==> src/rtl/dvp_frame_source_pkg.sv <==
// Shared constants for the DVP test-frame source: pattern codes, bar colours,
// default VGA timing, FSM state encoding and width helpers.
package dvp_frame_source_pkg;

  localparam int DEF_H_ACTIVE  = 640;
  localparam int DEF_V_ACTIVE  = 480;
  localparam int DEF_H_BLANK   = 288;
  localparam int DEF_VS_LINES  = 3;
  localparam int DEF_VBP_LINES = 17;
  localparam int DEF_VFP_LINES = 10;

  typedef enum logic [1:0] {
    PAT_BARS  = 2'd0,
    PAT_GRAD  = 2'd1,
    PAT_SOLID = 2'd2,
    PAT_CHECK = 2'd3
  } pattern_t;

  typedef enum logic [2:0] {
    ST_IDLE,
    ST_VSYNC,
    ST_VBP,
    ST_ACTIVE,
    ST_VFP
  } state_t;

  localparam logic [11:0] BAR_WHITE   = 12'hFFF;
  localparam logic [11:0] BAR_YELLOW  = 12'hFF0;
  localparam logic [11:0] BAR_CYAN    = 12'h0FF;
  localparam logic [11:0] BAR_GREEN   = 12'h0F0;
  localparam logic [11:0] BAR_MAGENTA = 12'hF0F;
  localparam logic [11:0] BAR_RED     = 12'hF00;
  localparam logic [11:0] BAR_BLUE    = 12'h00F;
  localparam logic [11:0] BAR_BLACK   = 12'h000;

  function automatic logic [11:0] bar_colour(input logic [2:0] idx);
    case (idx)
      3'd0:    return BAR_WHITE;
      3'd1:    return BAR_YELLOW;
      3'd2:    return BAR_CYAN;
      3'd3:    return BAR_GREEN;
      3'd4:    return BAR_MAGENTA;
      3'd5:    return BAR_RED;
      3'd6:    return BAR_BLUE;
      default: return BAR_BLACK;
    endcase
  endfunction

  function automatic int cnt_w(input int n);
    return (n < 2) ? 1 : $clog2(n);
  endfunction

  // Pixel coordinates keep at least 6 bits so bit 5 exists for gradient/checker.
  function automatic int pix_w(input int n);
    return ($clog2(n) < 6) ? 6 : $clog2(n);
  endfunction

  function automatic int max_int(input int a, input int b);
    return (a > b) ? a : b;
  endfunction

endpackage

==> src/rtl/dvp_pattern_pixel.sv <==
// Combinational test-pattern generator: pixel coordinate to 12-bit {R,G,B}.
module dvp_pattern_pixel
  import dvp_frame_source_pkg::*;
#(
  parameter int H_ACTIVE = DEF_H_ACTIVE,
  parameter int XW       = 10,
  parameter int YW       = 9
) (
  input  logic [XW-1:0] x,
  input  logic [YW-1:0] y,
  input  logic [1:0]    sel,
  input  logic [11:0]   solid,
  input  logic [7:0]    frame_cnt,
  output logic [11:0]   rgb
);

  localparam int BAR_W = H_ACTIVE / 8;

  logic [2:0] bar;
  logic       unused_bits;

  assign bar         = 3'(x / XW'(BAR_W));
  assign unused_bits = ^{y, frame_cnt};

  always_comb begin
    rgb = '0;
    case (pattern_t'(sel))
      PAT_BARS:  rgb = bar_colour(bar);
      PAT_GRAD:  rgb = {x[5:2], y[5:2], frame_cnt[3:0]};
      PAT_SOLID: rgb = solid;
      PAT_CHECK: rgb = (x[5] ^ y[5]) ? BAR_WHITE : BAR_BLACK;
      default:   rgb = '0;
    endcase
  end

endmodule

==> src/rtl/dvp_frame_source.sv <==
// OV7670-style DVP transmitter emitting VGA-timed test frames as RGB444
// byte pairs on vsync/href/data, clocked by the pclk it drives downstream.
module dvp_frame_source
  import dvp_frame_source_pkg::*;
#(
  parameter int H_ACTIVE  = DEF_H_ACTIVE,
  parameter int V_ACTIVE  = DEF_V_ACTIVE,
  parameter int H_BLANK   = DEF_H_BLANK,
  parameter int VS_LINES  = DEF_VS_LINES,
  parameter int VBP_LINES = DEF_VBP_LINES,
  parameter int VFP_LINES = DEF_VFP_LINES
) (
  input  logic        clk,
  input  logic        rst_n,
  input  logic        enable,
  input  logic [1:0]  pattern_sel,
  input  logic [11:0] solid_rgb,
  output logic        vsync,
  output logic        href,
  output logic [7:0]  data,
  output logic        busy,
  output logic        frame_done,
  output logic [7:0]  frame_cnt
);

  localparam int LINE_CLKS = 2 * H_ACTIVE + H_BLANK;
  localparam int MAX_LINES = max_int(max_int(V_ACTIVE, VS_LINES),
                                     max_int(VBP_LINES, VFP_LINES));
  localparam int CW = cnt_w(LINE_CLKS);
  localparam int LW = cnt_w(MAX_LINES);
  localparam int XW = pix_w(H_ACTIVE);
  localparam int YW = pix_w(V_ACTIVE);

  state_t         state, state_nxt;
  logic [CW-1:0]  col;
  logic [LW-1:0]  line;
  logic [1:0]     pat_sel;
  logic [11:0]    pat_rgb;
  logic [11:0]    rgb;
  int             lines_cur;
  logic           line_end, last_line, frame_end;
  logic           vsync_d, href_d, busy_d, done_d;
  logic [7:0]     data_d;

  assign line_end  = (col == CW'(LINE_CLKS - 1));
  assign last_line = (line == LW'(lines_cur - 1));
  assign frame_end = (state == ST_VFP) && line_end && last_line;

  always_comb begin
    lines_cur = 1;
    case (state)
      ST_VSYNC:  lines_cur = VS_LINES;
      ST_VBP:    lines_cur = VBP_LINES;
      ST_ACTIVE: lines_cur = V_ACTIVE;
      ST_VFP:    lines_cur = VFP_LINES;
      default:   lines_cur = 1;
    endcase
  end

  dvp_pattern_pixel #(
    .H_ACTIVE (H_ACTIVE),
    .XW       (XW),
    .YW       (YW)
  ) u_pixel (
    .x         (XW'(col >> 1)),
    .y         (YW'(line)),
    .sel       (pat_sel),
    .solid     (pat_rgb),
    .frame_cnt (frame_cnt),
    .rgb       (rgb)
  );

  always_ff @(posedge clk or negedge rst_n) begin
    if (!rst_n) begin
      state   <= ST_IDLE;
      col     <= '0;
      line    <= '0;
      pat_sel <= '0;
      pat_rgb <= '0;
    end else begin
      state <= state_nxt;
      if (state == ST_IDLE || line_end) col <= '0;
      else                              col <= col + 1'b1;
      if (state_nxt != state) line <= '0;
      else if (line_end)      line <= line + 1'b1;
      if (state_nxt == ST_VSYNC && state != ST_VSYNC) begin
        pat_sel <= pattern_sel;
        pat_rgb <= solid_rgb;
      end
    end
  end

  always_comb begin
    state_nxt = state;
    case (state)
      ST_IDLE:   if (enable) state_nxt = ST_VSYNC;
      ST_VSYNC:  if (line_end && last_line) state_nxt = ST_VBP;
      ST_VBP:    if (line_end && last_line) state_nxt = ST_ACTIVE;
      ST_ACTIVE: if (line_end && last_line) state_nxt = ST_VFP;
      ST_VFP:    if (frame_end) state_nxt = enable ? ST_VSYNC : ST_IDLE;
      default:   state_nxt = ST_IDLE;
    endcase
  end

  // Outputs decode the current position and are registered, so the pins
  // trail state/col by one clock; frame_done lands on the last VFP output clock.
  always_comb begin
    vsync_d = 1'b0;
    href_d  = 1'b0;
    data_d  = '0;
    busy_d  = (state != ST_IDLE);
    done_d  = frame_end;
    case (state)
      ST_VSYNC: vsync_d = 1'b1;
      ST_ACTIVE: begin
        if (col < CW'(2 * H_ACTIVE)) begin
          href_d = 1'b1;
          data_d = col[0] ? rgb[7:0] : {4'h0, rgb[11:8]};
        end
      end
      default: ;
    endcase
  end

  always_ff @(posedge clk or negedge rst_n) begin
    if (!rst_n) begin
      vsync      <= 1'b0;
      href       <= 1'b0;
      data       <= '0;
      busy       <= 1'b0;
      frame_done <= 1'b0;
      frame_cnt  <= '0;
    end else begin
      vsync      <= vsync_d;
      href       <= href_d;
      data       <= data_d;
      busy       <= busy_d;
      frame_done <= done_d;
      if (done_d) frame_cnt <= frame_cnt + 1'b1;
    end
  end

endmodule

==> config.mk <==
export PLATFORM = sky130hd
export DESIGN_NAME = dvp_frame_source
export DESIGN_NICKNAME = d
export VERILOG_FILES = /design/src/rtl/dvp_frame_source_pkg.sv /design/src/rtl/dvp_pattern_pixel.sv /design/src/rtl/dvp_frame_source.sv
export SDC_FILE = /design/constraint.sdc
export NUM_CORES = 1
export LEC_CHECK = 0
export BUFFER_PORTS_ARGS = -buffer_cell sky130_fd_sc_hd__buf_4
export CAP_MARGIN = 40
export CORE_ASPECT_RATIO = 0.5
export CORE_UTILIZATION = 48
export DETAILED_ROUTE_END_ITERATION = 10
export GPL_TIMING_DRIVEN = 0
export PLACE_DENSITY = 0.68
export RECOVER_POWER = 25
export SYNTH_ARGS = -nofsm -noshare
export SYNTH_HDL_FRONTEND = slang
export SYNTH_HIERARCHICAL = 1
export SYNTH_SLANG_ARGS = --single-unit
==> constraint.sdc <==
create_clock -name clk -period 5.6 [get_ports clk]
set_clock_uncertainty 0.05 [all_clocks]
set_input_delay 0.28 -clock clk [delete_from_list [all_inputs] [get_ports clk]]
set_output_delay 0.28 -clock clk [all_outputs]
set_load 0.01 [all_outputs]
# --- After elaboration in Yosys (flattened, before gate mapping) ---
# Cells that the tools add are included.
totals:
  reg_bits: 57
  word_cells: 66
  rom_bits: 0
  mem_count: 0
  mem_bits_rw: 0
  latch_bits: 0
  in_bits: 17
op_classes:
  add_sub_neg: 4
  div_mod_pow: 1
  n_reduce_logical: 10
  order_cmp: 1
  multipliers: 0
  eq_ne: 18
  n_mux: 20
  n_shift: 0
  bitwise: 1
ops:
  columns: ["operator", "n"]
  rows:
  - ["$pmux 12 s7", 1]
  - ["$pmux 12 s4", 1]
  - ["$pmux 9 s4", 1]
  - ["$mux 8", 3]
  - ["$mux 9", 2]
  - ["$mux 3", 5]
  - ["$pmux 3 s5", 1]
  - ["$eq 3x2->1 const B", 4]
  - ["$eq 3x3->1 const B", 4]
  - ["$mux 12", 1]
  - ["$add 11x1->11 const B", 1]
  - ["$eq 11x11->1 const B", 1]
  - ["$lt 11x11->1 const B", 1]
  - ["$mux 11", 1]
  - ["$div 10x7->10 const B", 1]
  - ["$add 9x1->9 const B", 1]
  - ["$eq 3x1->1 const B", 3]
  - ["$eq 9x9->1", 1]
  - ["$sub 9x2->9 const B", 1]
  - ["$add 8x1->8 const B", 1]
  - ["$logic_not 3->1", 2]
  - ["$eq 2x2->1 const B", 2]
  - ["$logic_and 1x1->1", 4]
  - ["$mux 1", 4]
  - ["other kinds (8)", 8]

# --- Depth between registers and ports, before layout ---
# Gate-level depths: netlist of run 1.
logic_depth:
  depth_word: 9
  depth_mapped: 12
  depth_no_buf: 9

# --- Modules after synthesis ---
# Netlist of run 1, hierarchy kept.
by_module_without_submodules:
  columns: ["mod", "area_per_inst_um2", "instances", "cells_each", "seq_area_each_um2"]
  rows:
  - ["dvp_frame_source", 2677.6, 1, 236, 1426.4]
  - ["dvp_pattern_pixel", 380.4, 1, 54, 0.0]

# --- Worst setup path after synthesis of run 1 ---
# OpenSTA, ideal clock, no wires.
synth_timing:
  path_type: "flip-flop to flip-flop"
  startpoint: "register state[0]"
  endpoint: "register pat_rgb[0]"
  path_stages_with_launch: 13
  arrival_ps: 2882
  n_path_buf: 4
  period_less_slack_ps: 3057
  slack_ps: 2543
  cell_sequence: "dfrtp_1 -> buf_6 -> or3b_1 -> buf_6 -> ha_1 -> xnor2_1 -> nor2_1 -> o311ai_0 -> or4_1 -> buf_2 -> a21oi_4 -> buf_12 -> mux2_4"
synth_via:
  elab_chain_cells: 9
synth_rtl:
  columns: ["element", "line_no", "rtl"]
  rows:
  - ["from (decl)", "dvp_frame_source.sv:34", "state_t state, state_nxt;"]
  - ["from (signal assigned)", "dvp_frame_source.sv:81", "state <= state_nxt;"]
  - ["$eq 3x3->1, or another cell as far along", "dvp_frame_source.sv:47, dvp_frame_source.sv:51, dvp_frame_source.sv:95", null]
  - ["$pmux 9 s4", "dvp_frame_source.sv:51", "case (state)"]
  - ["$sub 9x2->9", "dvp_frame_source.sv:46", "assign last_line = (line == LW'(lines_cur - 1));"]
  - ["$eq 9x9->1", "dvp_frame_source.sv:46", null]
  - ["$logic_and 1x1->1 (on tied branches)", null, null]
  - ["$mux 3 (on tied branches)", null, null]
  - ["$pmux 3 s5", "dvp_frame_source.sv:95", "case (state)"]
  - ["$eq 3x1->1", "dvp_frame_source.sv:86", "if (state_nxt == ST_VSYNC && state != ST_VSYNC) begin"]
  - ["$logic_and 1x1->1 *", "dvp_frame_source.sv:86", null]
  - ["to (signal assigned)", "dvp_frame_source.sv:88", "pat_rgb <= solid_rgb;"]
  - ["to (decl)", "dvp_frame_source.sv:38", "logic [11:0] pat_rgb;"]
# Mark *: on every way between the ends. The rest lies on a longest branch, timed or not.
# A chain may end at the register's enable or synchronous reset.

# --- Worst setup path after layout of run 1 ---
layout_timing:
  startpoint: "register state[0]"
  endpoint: "register pat_rgb[7]"
# The elaborated chain is that of the path after synthesis.

==> metrics.md, run 1 <==
| Metric | Value |
|---|---|
| Share of layout cells above drive strength 1 | 19.83% |
| Max-cap violations | 1 |
| Post-DRT Antenna Nets | 0 |
| Endpoint class of the critical path | flop |
| Cells after Synth | 290 |
| Post-synth top area share | 46.64% |
| Number of gates resized after CTS | 0 |
| Die H | 58.44 µm |
| Syn_area_per_cell | 10.54 µm² |
| GR Util All Layers | 21.89% |
| First-pass GRT wire length | 10890 µm |
| Sequential fraction of the synthesis area | 46.64% |
| Pre-CTS WS | 2249 ps |
| CTS tree | done |
| Vias in the first global route | 2221 |
| Nets | 359 |
| Crit. Startpoint | state[0]$_DFF_PN0_ |
| Status | finished, violations left |
| Pins Over Slew Limit | 58 |
| R2r endpoint | pat_rgb[7]$_DFFE_PN0P_ |
| N_diodes | 0 |
| Main combinational cell family by area after synthesis | simple AND/OR/NAND/NOR gates |
| Starting DRT DRC Count | 125 |
| Largest net degree at the start of global routing | 58 |
| Hold-fix buffers at CTS | 1 |
| End point of the critical path | pat_rgb[7]$_DFFE_PN0P_ |
| FFs w/ async S/R, synth | 100.0% |
| Root Buffer Master | clkbuf_16 |
| # IOs | 37 |
| Peak VDD IR | 0.2069 mV |
| CP Max Fanout | 10 |
| Fraction of synthesized cell area in xor and xnor cells | 7.447% |
| Fmax | 298.4 MHz |
| Worst R2R Path Depth | 12 |
| Commonest cells after routing, fill and taps aside | dfrtp_1, nor2_1, clkbuf_1 |
| DRC violation count after routing | 1 |
| Most common cell after layout, fill and taps aside | dfrtp_1 |
| # setup viols final | 0 |
| RSZ-0062 raised after global routing | no |
| GR Overflow Total | 0 |
| Tcrit/Tclk final | 59.84% |
| Clock Path Buffers | 2 |
| Cell variety after synth | 49 |
| Syn Std Cell Area | 3058 µm² |
| RD Place Congestion | 0.7954 |
| Synth Area in Adders | 1.637% |
| R2R Setup Slk | 2250 ps |
| DIE WIDTH | 114.9 µm |
| Initial antenna violation count | 0 |
| Synth Area in Compound Gates | 12.68% |
| Failing checks | DRC, capacitance limit, slew limit |
| Synthesis-to-layout area growth | 20.79% |
| EDFF count, synth | 0 |
| Number of synthesis warnings | 6 |
| Simple-gate share of the synthesized area | 18.33% |
| Die area | 6713 µm² |
| # port buffers | 36 |
| Final Instance Count excl. Fillers | 431 |
| Kind of critical path | reg -> reg |
| P_leak | 1.711 nW |
| Power Dens Cells | 266.0 nW/µm² |
| Worst slew pin tran | 3087 ps |
| Post-CTS setup repair buffer count | 0 |
| CTS clock-pin slew for the worst setup and hold paths | 50 ps |
| Drt pass-1 iters | 7 |
| Critical R2R Launch | state[0]$_DFF_PN0_ |
| CORE AREA | 6106 µm² |
| H-tree Lvls | 3 |
| Top cells by area, synth | dfrtp_1, xor2_1, mux2_4, nor2_1, a221o_1 |
| Total routed wirelength | 6649 µm |
| Min Tclk post-route | 3351 ps |
| CTS buffer count | 9 |
| DP Cell Count | 414 |
| Cell taking the most area after synthesis | dfrtp_1 |
| Max transition margin | -105.8% |
| Worst Path Arrival | 3520 ps |
| Setup TNS | 0 ps |
| Dominant synthesized flop cell | dfrtp_1 |
| Routed WL per cell | 15.43 µm |
| CP Launch Type | flop |
| Post-synthesis mux area share | 9.083% |
| Via density | 5.480 |
| Clock Latency Late Sink | 330 ps |
| Hold Path Class | in -> reg |
| Final WS setup | 2249 ps |
| Sink Count | 57 |
| CP required | 5770 ps |
| Endpoints failing hold | 0 |
| FP Rows | 20 |
| Syn_nets | 311 |
| Hold slack | 121.2 ps |
| Synthesized flop and latch total | 57 |
| Post-DP HPWL | 4462 µm |
| Hold Startpoint | solid_rgb[4] |
| Via count | 2362 |
| Initial Util | 50.08% |
| Final core utilization | 60.49% |
-- stage by stage --
| step | total power, mW | area, µm² |
|---|---|---|
| finish | 0.9827 | 3694 |
| global route | 1.009 | 3694 |
| CTS | 0.9912 | 3754 |
| detailed placement | 0.4364 | 3438 |
| global placement | 0.4358 | 3438 |
| floorplan | 0.4197 | 3058 |
-- worst max-delay path, stage by stage, from the launching register on --
cell      delay, ps
dfrtp_1         370
buf_6           140
or3b_1          360
buf_6           150
ha_1            280
xnor2_1         120
nor2_1          110
o311ai_0        130
or4_1           540
buf_2           180
a21oi_4         300
buf_12          190
mux2_4          300
-- routing by layer --
metal  up-vias  GRT usage (%)  part of all wire (%)
met5         -              0                     0
met4         0          7.607                   1.1
met3         8          7.106                   3.7
met2        41          34.17                    47
met1      1177          28.99                    48
li1       1136              -                     -
-- logic make-up after synthesis --
kind of cell	count (synthesis)
AOI/OAI and AO/OA	49
xor gates and xnor gates	26
adders and majority gates	4
buffers and inverters	23
DFF	57
muxes	22
and+or+nand+nor	109
-- flip-flops by register name (all words and copies together) (netlist names), 2 cells and up --
name       count
pat_rgb       12
data           8
state          3
col           11
frame_cnt      8
pat_sel        2
line           9
-- cell type report --
cell class | count | area [µm²]
Clock inverter | 6 | 66.31
Multi-Input combinational cell | 210 | 1504
Fill cell | 543 | 2412
Inverter | 7 | 26.28
Buffer | 16 | 101.3
Tap cell | 88 | 110.1
Timing Repair Buffer | 37 | 220.2
Sequential cell | 57 | 1426
Clock buffer | 10 | 239.0
-- report_power, final --
| part | total [mW] | switching [mW] | internal [mW] |
|---|---|---|---|
| combinational | 0.0165 | 0.00929 | 0.00724 |
| clock | 0.554 | 0.197 | 0.356 |
| sequential | 0.412 | 0 | 0.412 |
| total | 0.983 | 0.207 | 0.776 |
-- cells in the mapped netlist, drive strengths merged, types with 2 or more instances --
| cell | n |
|---|---|
| nor2b | 7 |
| nor4b | 2 |
| nand2 | 14 |
| o31ai | 2 |
| nor2 | 40 |
| o221ai | 2 |
| nand2b | 3 |
| inv | 7 |
| a32oi | 3 |
| mux2 | 16 |
| and4 | 2 |
| dfrtp | 57 |
| ha | 4 |
| a21oi | 10 |
| o21ai | 13 |
| or3 | 4 |
| xnor2 | 5 |
| xor2 | 21 |
| nand3b | 2 |
| o311ai | 2 |
| clkbuf | 7 |
| and3 | 7 |
| nor3 | 2 |
| mux2i | 6 |
| buf | 9 |
| nand3 | 11 |
| a221o | 12 |
| nand4 | 8 |
-- worst min path at each step --
stage / to / slack (ps) / cells past startpoint
2_1_floorplan: busy$_DFF_PN0_ / -70 / 0
3_3_place_gp: vsync$_DFF_PN0_ / 320 / 1
3_5_place_dp: vsync$_DFF_PN0_ / 340 / 1
4_1_cts: pat_rgb[4]$_DFFE_PN0P_ / 120 / 2
5_1_grt: pat_rgb[2]$_DFFE_PN0P_ / 120 / 2
6_report: pat_rgb[4]$_DFFE_PN0P_ / 120 / 2
Power figures use the tool's default switching activity.
==> run 2, diff against run 1 <==
==> constraint.sdc (replaced) <==
create_clock -name clk -period 3.4 [get_ports clk]
set_clock_uncertainty 0.05 [all_clocks]
set_input_delay 0.17 -clock clk [delete_from_list [all_inputs] [get_ports clk]]
set_output_delay 0.17 -clock clk [all_outputs]
set_load 0.01 [all_outputs]
==> metrics.md, run 2 (synthesized netlist as in run 1, its figures left out) <==
| Metric | Value |
|---|---|
| Comb power frac | 1.7% |
| Hold Startpoint | solid_rgb[2] |
| Post-DRT Antenna Nets | 0 |
| Via density | 5.512 |
| Total routed wirelength | 6625 µm |
| First-pass GRT wire length | 10890 µm |
| Sink Count | 57 |
| Hold path endpoint | pat_rgb[2]$_DFFE_PN0P_ |
| DRC violation count after routing | 1 |
| Final Instance Count excl. Fillers | 434 |
| RSZ-0062 raised after global routing | no |
| CP Launch Type | flop |
| Post-DP HPWL | 4462 µm |
| FP Rows | 20 |
| Worst-path cell chain | buf_6 -> or3b_1 -> buf_6 -> ha_1 -> xnor2_1 -> nor2_1 -> o311ai_0 -> or4_1 -> buf_2 -> a21oi_4 -> buf_12 -> mux2_4 |
| Initial Util | 50.08% |
| Switching share of power | 20.87% |
| P_sw | 0.3371 mW |
| R2r endpoint | pat_rgb[7]$_DFFE_PN0P_ |
| Endpoints failing hold | 0 |
| DP Cell Count | 414 |
| N_diodes | 0 |
| CP most frequent cell | buf_6 |
| GR Overflow Total | 0 |
| # IOs | 37 |
| Critical R2R Launch | state[0]$_DFF_PN0_ |
| Overall power | 1.615 mW |
| Setup TNS | 0 ps |
| CTS clock-pin slew for the worst setup and hold paths | 50 ps |
| Vias in the first global route | 2221 |
| Initial antenna violation count | 0 |
| # port buffers | 36 |
| Number of gates resized after CTS | 0 |
| Min Tclk post-route | 3275 ps |
| Status | finished, violations left |
| Die area | 6713 µm² |
| CP Max Fanout | 10 |
| Nets | 362 |
| Worst slew pin tran | 1416 ps |
| Top flop regs | pat_rgb x12, col x11, line x9 |
| Final core utilization | 60.88% |
| Largest Register | pat_rgb |
| Power Dens Cells | 434.5 nW/µm² |
| Failing checks | DRC |
| CP required | 3560 ps |
| Starting DRT DRC Count | 135 |
| RD Place Congestion | 0.7954 |
| Most common cell after layout, fill and taps aside | dfrtp_1 |
| Kind of critical path | reg -> reg |
| DIE WIDTH | 114.9 µm |
| Internal power | 1.278 mW |
| CTS tree | done |
| Peak VDD IR | 0.3414 mV |
| Tcrit/Tclk final | 96.32% |
| Endpoint class of the critical path | flop |
| Worst R2R Path Depth | 12 |
| Via count | 2392 |
| Worst Hold Depth | 2 |
| H-tree Lvls | 3 |
| CORE AREA | 6106 µm² |
| P_leak | 1.731 nW |
| Fmax | 305.3 MHz |
| Largest net degree at the start of global routing | 58 |
| Die H | 58.44 µm |
| Clock Path Buffers | 2 |
| Synthesis-to-layout area growth | 21.56% |
| Crit-path slowest cell | or4_1 |
| Clock Latency Late Sink | 330 ps |
| Hold Path Class | in -> reg |
| Max transition margin | 5.572% |
| Root Buffer Master | clkbuf_16 |
| Reg power frac | 42.0% |
| Share of layout cells above drive strength 1 | 20.81% |
| GR Util All Layers | 21.89% |
| # setup viols final | 0 |
| Clock network power share | 56.3% |
| Max-cap violations | 0 |
| Worst Path Arrival | 3440 ps |
| R2R Setup Slk | 130 ps |
| Drt pass-1 iters | 8 |
| Routed WL per cell | 15.26 µm |
| CTS buffer count | 9 |
| Commonest cells after routing, fill and taps aside | dfrtp_1, nor2_1, buf_4 |
| Worst stage delay on the critical path | 540 ps |
| Max reg flops | 12 |
| Pins Over Slew Limit | 0 |
[run 2: critical path, delay by kind of cell, from the launching register on]
family,cells,cell delay [ps]
flops,1,370
compound gates,2,370
simple gates,3,1000
fa+ha+maj,1,280
buf+inv,4,660
mux,1,300
xor+xnor,1,120
[run 2: worst max-delay path by stage]
| stage | startpoint | to | slack, ps | depth (start not counted) |
|---|---|---|---|---|
| after global placement | state[0]$_DFF_PN0_ | pat_rgb[7]$_DFFE_PN0P_ | 110 | 12 |
| after global routing | state[0]$_DFF_PN0_ | line[6]$_DFFE_PN0P_ | 9 | 12 |
| after floorplan | state[0]$_DFF_PN0_ | pat_rgb[0]$_DFFE_PN0P_ | 340 | 12 |
| after CTS | state[0]$_DFF_PN0_ | pat_rgb[8]$_DFFE_PN0P_ | 20 | 12 |
| after detailed placement | state[0]$_DFF_PN0_ | pat_rgb[8]$_DFFE_PN0P_ | 50 | 12 |
| final | state[0]$_DFF_PN0_ | pat_rgb[7]$_DFFE_PN0P_ | 130 | 12 |
[run 2: layout make-up]
cell class / instances / area (µm²)
multi-input combinational: 210 / 1504
tap: 88 / 110.1
buffer: 16 / 101.3
fill: 541 / 2389
clock inverter: 6 / 66.31
sequential: 57 / 1426
timing repair buffer: 40 / 244.0
inverter: 7 / 26.28
clock buffer: 10 / 239.0
[run 2: timing repair]
item | CTS | global route
setup endpoints to repair | 0 | 10
hold endpoints to repair | 57 | 0
hold buffers | 1 | 0
buffers inserted | 0 | 3
[run 2: power by group through the flow]
stage	registers, mW	logic [mW]	clock network (mW)
3_5_place_dp	0.691	0.0280	0
2_1_floorplan	0.691	0.000330	0
5_1_grt	0.679	0.0319	0.951
3_3_place_gp	0.691	0.0270	0
6_report	0.679	0.0273	0.909
4_1_cts	0.679	0.0290	0.925
[run 2: metrics by stage]
stage / hold slack, ps / setup WS (ps) / area [µm²]
global placement: 209.7 / 109.9 / 3438
CTS: 8.888 / 21.94 / 3754
global route: 14.92 / 9.026 / 3717
finish: 18.28 / 125.0 / 3717
floorplan: -175.6 / 343.0 / 3058
detailed placement: 226.7 / 49.39 / 3438
[run 2: metal layers]
metal	vias up	track usage (%)	part of all wire [%]
met5	-	0	0
met4	0	7.607	0.82
met3	6	7.106	3.4
met2	47	34.17	47
met1	1199	28.99	48
li1	1140	-	-
